## config.mk

```make
export PLATFORM = sky130hd
export DESIGN_NAME = fetch_sequencer
export DESIGN_NICKNAME = d
export VERILOG_FILES = /design/src/rtl/fetch_sequencer.sv
export SDC_FILE = /design/constraint.sdc
export NUM_CORES = 1
export LEC_CHECK = 0
export ABC_AREA = 1
export BUFFER_PORTS_ARGS = -buffer_cell sky130_fd_sc_hd__buf_2
export CAP_MARGIN = 10
export CORE_UTILIZATION = 45
export CTS_BUF_LIST = sky130_fd_sc_hd__clkbuf_8
export CTS_CLUSTER_SIZE = 10
export DETAILED_ROUTE_END_ITERATION = 10
export PLACE_DENSITY_LB_ADDON = 0.05
export SYNTH_ARGS = -nofsm -noshare
export SYNTH_HDL_FRONTEND = slang
export SYNTH_SLANG_ARGS = --single-unit
```

## constraint.sdc

```tcl
create_clock -name clk -period 4.95 [get_ports clk]
set_input_delay 0.2475 -clock clk [delete_from_list [all_inputs] [get_ports clk]]
set_output_delay 0.2475 -clock clk [all_outputs]
set_load 0.02 [all_outputs]
```

## src/rtl/fetch_sequencer.sv

```systemverilog
// Fetch PC owner and {pc,instr} fetch buffer in front of a combinational instr_mem.
// Optional J-type predecode when JUMP_PREDECODE_EN is defined.
module fetch_sequencer #(
  parameter logic [31:0] RESET_PC   = 32'h0000_0000,
  parameter int          FIFO_DEPTH = 2
) (
  input  logic        clk,
  input  logic        rst,
  input  logic        run,
  output logic [31:0] imem_addr,
  input  logic [31:0] imem_data,
  input  logic        redirect_valid,
  input  logic [31:0] redirect_pc,
  output logic        out_valid,
  input  logic        out_ready,
  output logic [31:0] out_instr,
  output logic [31:0] out_pc,
  output logic        busy
);

  localparam int AW = $clog2(FIFO_DEPTH);
  localparam logic [AW:0] DEPTH_C = (AW+1)'(FIFO_DEPTH);
  localparam logic [0:0] IDLE = 1'b0;
  localparam logic [0:0] RUN  = 1'b1;

  logic [0:0]    state;
  logic [31:0]   fetch_pc;
  logic [31:0]   next_pc;
  logic [31:0]   buf_pc    [FIFO_DEPTH];
  logic [31:0]   buf_instr [FIFO_DEPTH];
  logic [AW-1:0] rd_ptr, wr_ptr, rd_ptr_inc;
  logic [AW:0]   count;
  logic          full, pop, push;
  logic          head_load;
  logic [31:0]   head_pc_nxt, head_instr_nxt;
  logic [31:0]   head_pc_p1, head_instr_p1;

  assign full       = (count == DEPTH_C);
  assign out_valid  = (count != '0);
  assign pop        = out_valid & out_ready;
  assign push       = (state == RUN) & run & ~redirect_valid & (~full | pop);
  assign rd_ptr_inc = rd_ptr + 1'b1;
  assign imem_addr  = fetch_pc;
  assign out_pc     = head_pc_p1;
  assign out_instr  = head_instr_p1;
  assign busy       = (state == RUN) | out_valid;

`ifdef JUMP_PREDECODE_EN
  // J-type target keeps the upper PC region and replaces the low 26 bits.
  always_comb begin
    next_pc = fetch_pc + 32'd1;
    if (imem_data[31:26] == 6'b000010)
      next_pc = {fetch_pc[31:26], imem_data[25:0]};
  end
`else
  assign next_pc = fetch_pc + 32'd1;
`endif

  // The head register reflects whichever entry will sit at the head after this edge.
  always_comb begin
    head_load      = 1'b0;
    head_pc_nxt    = fetch_pc;
    head_instr_nxt = imem_data;
    if (!redirect_valid) begin
      if (pop) begin
        if (count > (AW+1)'(1)) begin
          head_load      = 1'b1;
          head_pc_nxt    = buf_pc[rd_ptr_inc];
          head_instr_nxt = buf_instr[rd_ptr_inc];
        end else if (push) begin
          head_load = 1'b1;
        end
      end else if (!out_valid && push) begin
        head_load = 1'b1;
      end
    end
  end

  // Stage p1: control state, pointers and head registers
  always_ff @(posedge clk or posedge rst) begin
    if (rst) begin
      state         <= IDLE;
      fetch_pc      <= RESET_PC;
      rd_ptr        <= '0;
      wr_ptr        <= '0;
      count         <= '0;
      head_pc_p1    <= '0;
      head_instr_p1 <= '0;
    end else begin
      state <= run ? RUN : IDLE;
      if (redirect_valid) begin
        fetch_pc <= redirect_pc;
        rd_ptr   <= '0;
        wr_ptr   <= '0;
        count    <= '0;
      end else begin
        if (push) begin
          fetch_pc <= next_pc;
          wr_ptr   <= wr_ptr + 1'b1;
        end
        if (pop)
          rd_ptr <= rd_ptr_inc;
        count <= count + (AW+1)'(push) - (AW+1)'(pop);
      end
      if (head_load) begin
        head_pc_p1    <= head_pc_nxt;
        head_instr_p1 <= head_instr_nxt;
      end
    end
  end

  // Buffer storage carries data only; occupancy is tracked by count.
  always_ff @(posedge clk) begin
    if (push) begin
      buf_pc[wr_ptr]    <= fetch_pc;
      buf_instr[wr_ptr] <= imem_data;
    end
  end

endmodule

```

# Yosys cells after proc, flatten, opt, wreduce, memory -nomap -nowiden

Memory sizes are Yosys's and may differ from the RTL's.
Cells that the tools add are included.

Input bits: 69
Memories: 2
Flip-flop bits (word level): 101
RAM bits: 128
Word-level logic and storage cells: 49
Output and inout bits: 98

Memories:

| memory    | words | bits a word | rd ports | clocked after Yosys merged registers in | write ports | RTL line | text |
|---|---|---|---|---|---|---|---|
| buf_instr | 2     | 32          | 1        | 0                                       | 1           | 30       | `logic [31:0] buf_instr [FIFO_DEPTH];` |
| buf_pc    | 2     | 32          | 1        | 0                                       | 1           | 29       | `logic [31:0] buf_pc [FIFO_DEPTH];` |

Add/sub/neg operators: 5
Bitwise logic cells: 8
Equality and inequality tests: 1
$lt $le $gt $ge: 1
Reduce and logical (&&, ||, !) cells: 5
Mux-type cells: 20

Operators with widths:

| kind                                                                            | count |
|---|---|
| 32-bit two-way mux                                                              | 8 |
| 32-bit by 1-bit adder with 32-bit output, second input constant                 | 1 |
| 1-bit two-way mux                                                               | 11 |
| 2-bit nonzero test                                                              | 3 |
| 1-bit AND                                                                       | 4 |
| 1-bit adder, second input constant                                              | 2 |
| 2-bit by 1-bit adder with 2-bit output                                          | 1 |
| 2-bit == test, second input constant                                            | 1 |
| 2-bit by 1-bit greater-than comparator with 1-bit output, second input constant | 1 |
| 2-bit two-way mux                                                               | 1 |
| 1-bit NOT                                                                       | 2 |
| 1-bit bitwise OR                                                                | 2 |
| 2-bit by 1-bit subtractor with 2-bit output                                     | 1 |
| 1-bit logical AND                                                               | 1 |
| 1-bit logical NOT                                                               | 1 |

# Logic depth before layout (Yosys ltp)

Depth after elaboration: 8
Mapped depth: 9
Depth with buffers taken out: 9

# Least setup slack after synthesis

No wires, ideal clock.

Path kind: input port to flip-flop
Start: input port redirect_valid
End: memory buf_instr[0][0] (enable)
Setup slack: 1.076 ns
Arrival time: 3.387 ns
Path buffers: 1
Data required time: 4.462 ns
Library setup time: 0.488 ns
Stages on the path: 4
Cells stage by stage: buf_4 > nor2_2 > nand2_2 > nor2_1

Longest elaborated chain between the ends: 5

RTL lines:

| item                                    | RTL line | text |
|---|---|---|
| start: declaration                      | 12       | `input logic redirect_valid,` |
| 1-bit NOT                               | 41       | `assign push = (state == RUN) & run & ~redirect_valid & (~full \| pop);` |
| 1-bit AND (2 in series)                 | 41       |  |
| 1-bit two-way mux                       | 114      | `if (push) begin` |
| 1-bit two-way mux (not written as such) | 116      | `buf_instr[wr_ptr] <= imem_data;` |
| end: declaration                        | 30       |  |

Every way passes these cells.

# Worst setup path after layout

Start: register rd_ptr
End: register head_pc_p1[28] (netlist: out_pc[28])

Longest elaborated chain between the ends: 5

RTL lines:

| item                     | RTL line | text |
|---|---|---|
| start: declaration       | 31       | `logic [AW-1:0] rd_ptr, wr_ptr, rd_ptr_inc;` |
| start signal: assignment | 102      | `rd_ptr <= rd_ptr_inc;` |
| 1-bit adder              | 42       | `assign rd_ptr_inc = rd_ptr + 1'b1;` |
| memory read 2 x 32 bit   | n/a      |  |
| 32-bit two-way mux       | 66       | `if (count > (AW+1)'(1)) begin` |
| 32-bit two-way mux       | 65       | `if (pop) begin` |
| 32-bit two-way mux       | 64       | `if (!redirect_valid) begin` |
| end signal: assignment   | 106      | `head_pc_p1 <= head_pc_nxt;` |
| end: declaration         | 36       | `logic [31:0] head_pc_p1, head_instr_p1;` |

Every way passes these cells.
A chain may end at the register's enable or synchronous reset.

==> flow_results.org <==
** Run status
- Status :: complete, but fails checks
- The final reports fail on design-rule violations.

** CTS
- Clock transition at the registers of the reported paths :: 60 ps
- CTS placed an instance of sky130_fd_sc_hd__clkbuf_8 at the clock tree root.
- The tree built by TritonCTS fans out to 229 sinks.
- In this run, post-CTS hold repair placed 49 buffers.
- The number of gates resized after CTS was 0.
- TritonCTS built the clock tree.
- Buffers inserted during clock tree synthesis total 40.
- The number of setup buffers added after CTS is 0.
- Worst-Skew Late Latency :: 520 ps
- Number of buffers between clock root and the deepest sink :: 3
- # H-tree levels :: 2

** Power
- Leak :: 0.005296 uW
- The internal portion of the total power is 3912 uW.
- Worst vdd ir :: 0.2761 mV
- Total power per unit cell area :: 480.9 nW/um^2
- The clock network accounts for 29.2% of the total power.
- Net switching is 34.68% of the power.
- In this run the power spent charging and discharging nets is 2077 uW.
- Sequential cell fraction of total power :: 43.5%
- Portion of total power attributed to combinational logic :: 27.3%

** Floorplan
- After floorplanning, the core was divided into 54 placement rows.
- The floorplan step defined a die boundary enclosing 23120 sq um.
- After floorplanning, the core was sized to cover 21960 sq um.
- For this design the top-level I/O count stands at 167.
- The die is 152.1 um wide.
- Die Ht :: 152.1 um
- Effective utilization at floorplan :: 46.15%

** Logic synthesis
- Compound-cell area share of the yosys netlist :: 8.581%
- Number of nets produced by synthesis :: 1138
- In the synthesized netlist the dominant register cell turns out to be sky130_fd_sc_hd__edfxtp_1.
- In the synthesized netlist, mux cells make up 0% of the area.
- In the synthesized netlist, the number of instances is 1066.
- Share of async-settable or async-resettable flops after synthesis :: 44.10%
- The synthesized design contains 229 register bits.
- Combinational family with the most area after synthesis :: simple AND/OR/NAND/NOR gates
- Share of the yosys chip area belonging to registers :: 62.87%
- Summing the areas of all xor and xnor instances in the mapped netlist gives 0.5186% of the synthesized area.
- In this run the mean area of a mapped cell was 9.506 sq um.
- In this run, synthesis inferred 128 flip-flops with an integrated enable.
- Post-synthesis instance area :: 10130 sq um
- Synth Area in Simple Gates :: 22.56%
- The Yosys step of the flow raised 0 warnings.
- Number of unique standard cell types used by synthesis :: 31
- Share of synthesized cell area in full adder, half adder and majority cells :: 0.3704%

** Layout
- Area growth from synthesis to layout :: 22.90%
- Fin nets :: 1353
- Most frequent cells in the layout :: sky130_fd_sc_hd__nand2_1 (240), sky130_fd_sc_hd__nor2_1 (180), sky130_fd_sc_hd__buf_2 (166), sky130_fd_sc_hd__edfxtp_1 (128), sky130_fd_sc_hd__dfrtp_1 (100)
- Once layout is complete, the utilization of the core stands at 56.72%.
- In the final layout, the share of cells above drive strength 1 is 20.82%.
- Ant. Diodes :: 0
- Leading cell type in the layout, fill and taps excluded :: sky130_fd_sc_hd__nand2_1

** Detailed routing
- Detailed Routing Iterations Pass 1 :: 8
- The detailed router finished its first iteration with 360 violations.
- Number of vias per cell :: 4.941
- Final ANT Viol Nets :: 0
- Number of vias in the routed layout :: 7861
- Wires add up to 24280 um.
- Dividing the detail-routed wire length by the instance count gives 15.26 um.
- For this run, design rule violations remaining after detail routing come to 26.

** Timing
- Setup violations remaining at the end of the flow were counted as 0.
- Share of the clock period used by the worst path :: 49.16%
- Worst Tran Pin Value :: 1060 ps
- Summed over all failing endpoints, the final setup total negative slack is 0 ps.
- Worst slew margin relative to its limit :: 29.18%
- Hold Vio Cnt, Final :: 0
- Setup repair after global routing left no endpoint under its margin.
- Pins over their slew limit :: 0
- WHS :: 30.41 ps
- Min Clock Period, post-route :: 2434 ps
- For the final database, setup skew stands at 13.16 ps.
- Timing-limited maximum frequency :: 410.9 MHz

** Setup path
- For the worst setup path, the data arrival time is 2780 ps.
- For the worst setup path, the data required time is 5300 ps.
- STA classifies the critical path endpoint as a flip-flop.
- STA classifies the critical path startpoint as a flip-flop.
- Flop2flop setup slack :: 2520 ps
- Largest fanout on the critical path :: 65
- Start-to-end type of the worst setup path :: flip-flop to flip-flop

** Flow run
- Max-cap check violation count :: 0

** GRT
- Via count of the first global-routing pass :: 7673
- Global routing used 21.47% of the available tracks across all layers.
- The first global-routing pass estimated 39460 um of wire.
- Pin count of the biggest net entering global routing :: 129
- Antenna violations before repair :: 0
- Summed over all layers, the global routing overflow is 0.

** Placed design
- Port buffering added 166 buffers.
- Detailed placement ended at an HPWL of 14870 um.
- Placer Congestion :: 0.7976

** Min path
- The worst hold path belongs to the class input pin to flip-flop.
## power groups by stage
stage	Sequential, uW	Clock (uW)	Combinational (uW)
2_1_floorplan	2950	0	760
3_3_place_gp	2650	0	1600
3_5_place_dp	2650	0	1620
4_1_cts	2610	1800	1650
5_1_grt	2660	1880	1810
6_report	2610	1750	1640
## cell families (layout without fill, tap and decap cells)
logic type / count (synthesis) / after routing
buffers and inverters: 111 / 356
XOR/XNOR: 6 / 6
AO/OA/AOI/OAI: 169 / 169
flip-flops: 229 / 229
AND/OR/NAND/NOR: 548 / 548
adder cells (fa/ha/maj): 3 / 3
## layer usage
layer | share of wire [%] | up-vias | global-route usage (%)
met5 | 0 | - | 0
met4 | 1.4 | 0 | 6.463
li1 | - | 3965 | -
met2 | 48 | 167 | 36.20
met3 | 4.1 | 28 | 3.793
met1 | 46 | 3701 | 28.42
## worst max-delay path, stage by stage (launching register included)
cell,delay [ps]
sky130_fd_sc_hd__dfrtp_2,340
sky130_fd_sc_hd__buf_4,590
sky130_fd_sc_hd__inv_2,480
sky130_fd_sc_hd__buf_4,400
sky130_fd_sc_hd__nand2_1,100
sky130_fd_sc_hd__nand3_1,70
sky130_fd_sc_hd__o21ai_0,140
sky130_fd_sc_hd__a21oi_1,100
## per-stage QoR
step	power (uW)	setup WS, ps	cells	instance area, sq um
after floorplan	3711	1076	1066	10130
after global placement	4247	2375	1470	11140
after detailed placement	4269	2287	1470	11140
after CTS	6065	2460	1591	12450
after global routing	6346	2252	1591	12450
final	5989	2516	1591	12450
## cell usage after synthesis (2+ instances only)
master | number | area, sq um
sky130_fd_sc_hd__inv_1 | 58 | 217.7
sky130_fd_sc_hd__xnor2_1 | 3 | 26.28
sky130_fd_sc_hd__o211ai_1 | 3 | 22.52
sky130_fd_sc_hd__ha_1 | 3 | 37.54
sky130_fd_sc_hd__nor3_1 | 3 | 15.01
sky130_fd_sc_hd__buf_4 | 12 | 90.09
sky130_fd_sc_hd__nand2_2 | 3 | 18.77
sky130_fd_sc_hd__o21bai_1 | 4 | 30.03
sky130_fd_sc_hd__a21oi_1 | 67 | 335.3
sky130_fd_sc_hd__o21ai_0 | 76 | 380.4
sky130_fd_sc_hd__clkbuf_1 | 8 | 30.03
sky130_fd_sc_hd__buf_2 | 26 | 130.1
sky130_fd_sc_hd__nand2_1 | 240 | 900.9
sky130_fd_sc_hd__or2_2 | 27 | 168.9
sky130_fd_sc_hd__edfxtp_1 | 128 | 3844
sky130_fd_sc_hd__or2_1 | 10 | 62.56
sky130_fd_sc_hd__inv_2 | 3 | 11.26
sky130_fd_sc_hd__buf_6 | 3 | 33.78
sky130_fd_sc_hd__o21ai_1 | 17 | 85.08
sky130_fd_sc_hd__xor2_1 | 3 | 26.28
sky130_fd_sc_hd__nand3_1 | 74 | 370.4
sky130_fd_sc_hd__nor2_2 | 4 | 25.02
sky130_fd_sc_hd__nor2_1 | 182 | 683.2
sky130_fd_sc_hd__dfrtp_1 | 101 | 2527
sky130_fd_sc_hd__and2_1 | 2 | 12.51
## state kept, by name, indices dropped and copies added, names as in the netlist
signal	flops
rd_ptr	1
state	1
imem_addr	32
out_instr	32
buf_pc	64
out_pc	32
count	2
buf_instr	64
wr_ptr	1
## worst paths after layout
kind | endpoint | cells after the start | start
worst max-delay path | out_pc[28]$_DFFE_PP0P_ | 7 | rd_ptr$_DFFE_PP0P_
worst min-delay path | imem_addr[17]$_DFFE_PP0P_ | 4 | redirect_pc[17]
worst max register to register | out_pc[28]$_DFFE_PP0P_ | 7 | rd_ptr$_DFFE_PP0P_
worst min register to register | out_pc[6]$_DFFE_PP0P_ | 2 | out_pc[6]$_DFFE_PP0P_
max in group asynchronous | out_pc[6]$_DFFE_PP0P_ | 4 | rst
min in group asynchronous | out_instr[12]$_DFFE_PP0P_ | 3 | rst
## layout make-up
class                   count  area (sq um)
clock inverters            23         145.1
repair buffers            223          1406
well taps                 280         350.3
fillers                  2006          9504
multi-input cells         726          3274
flip-flops and latches    229          6372
clock buffers              49         674.4
inverters                  61         231.5
Note: power is estimated with default switching activity, not from simulation.
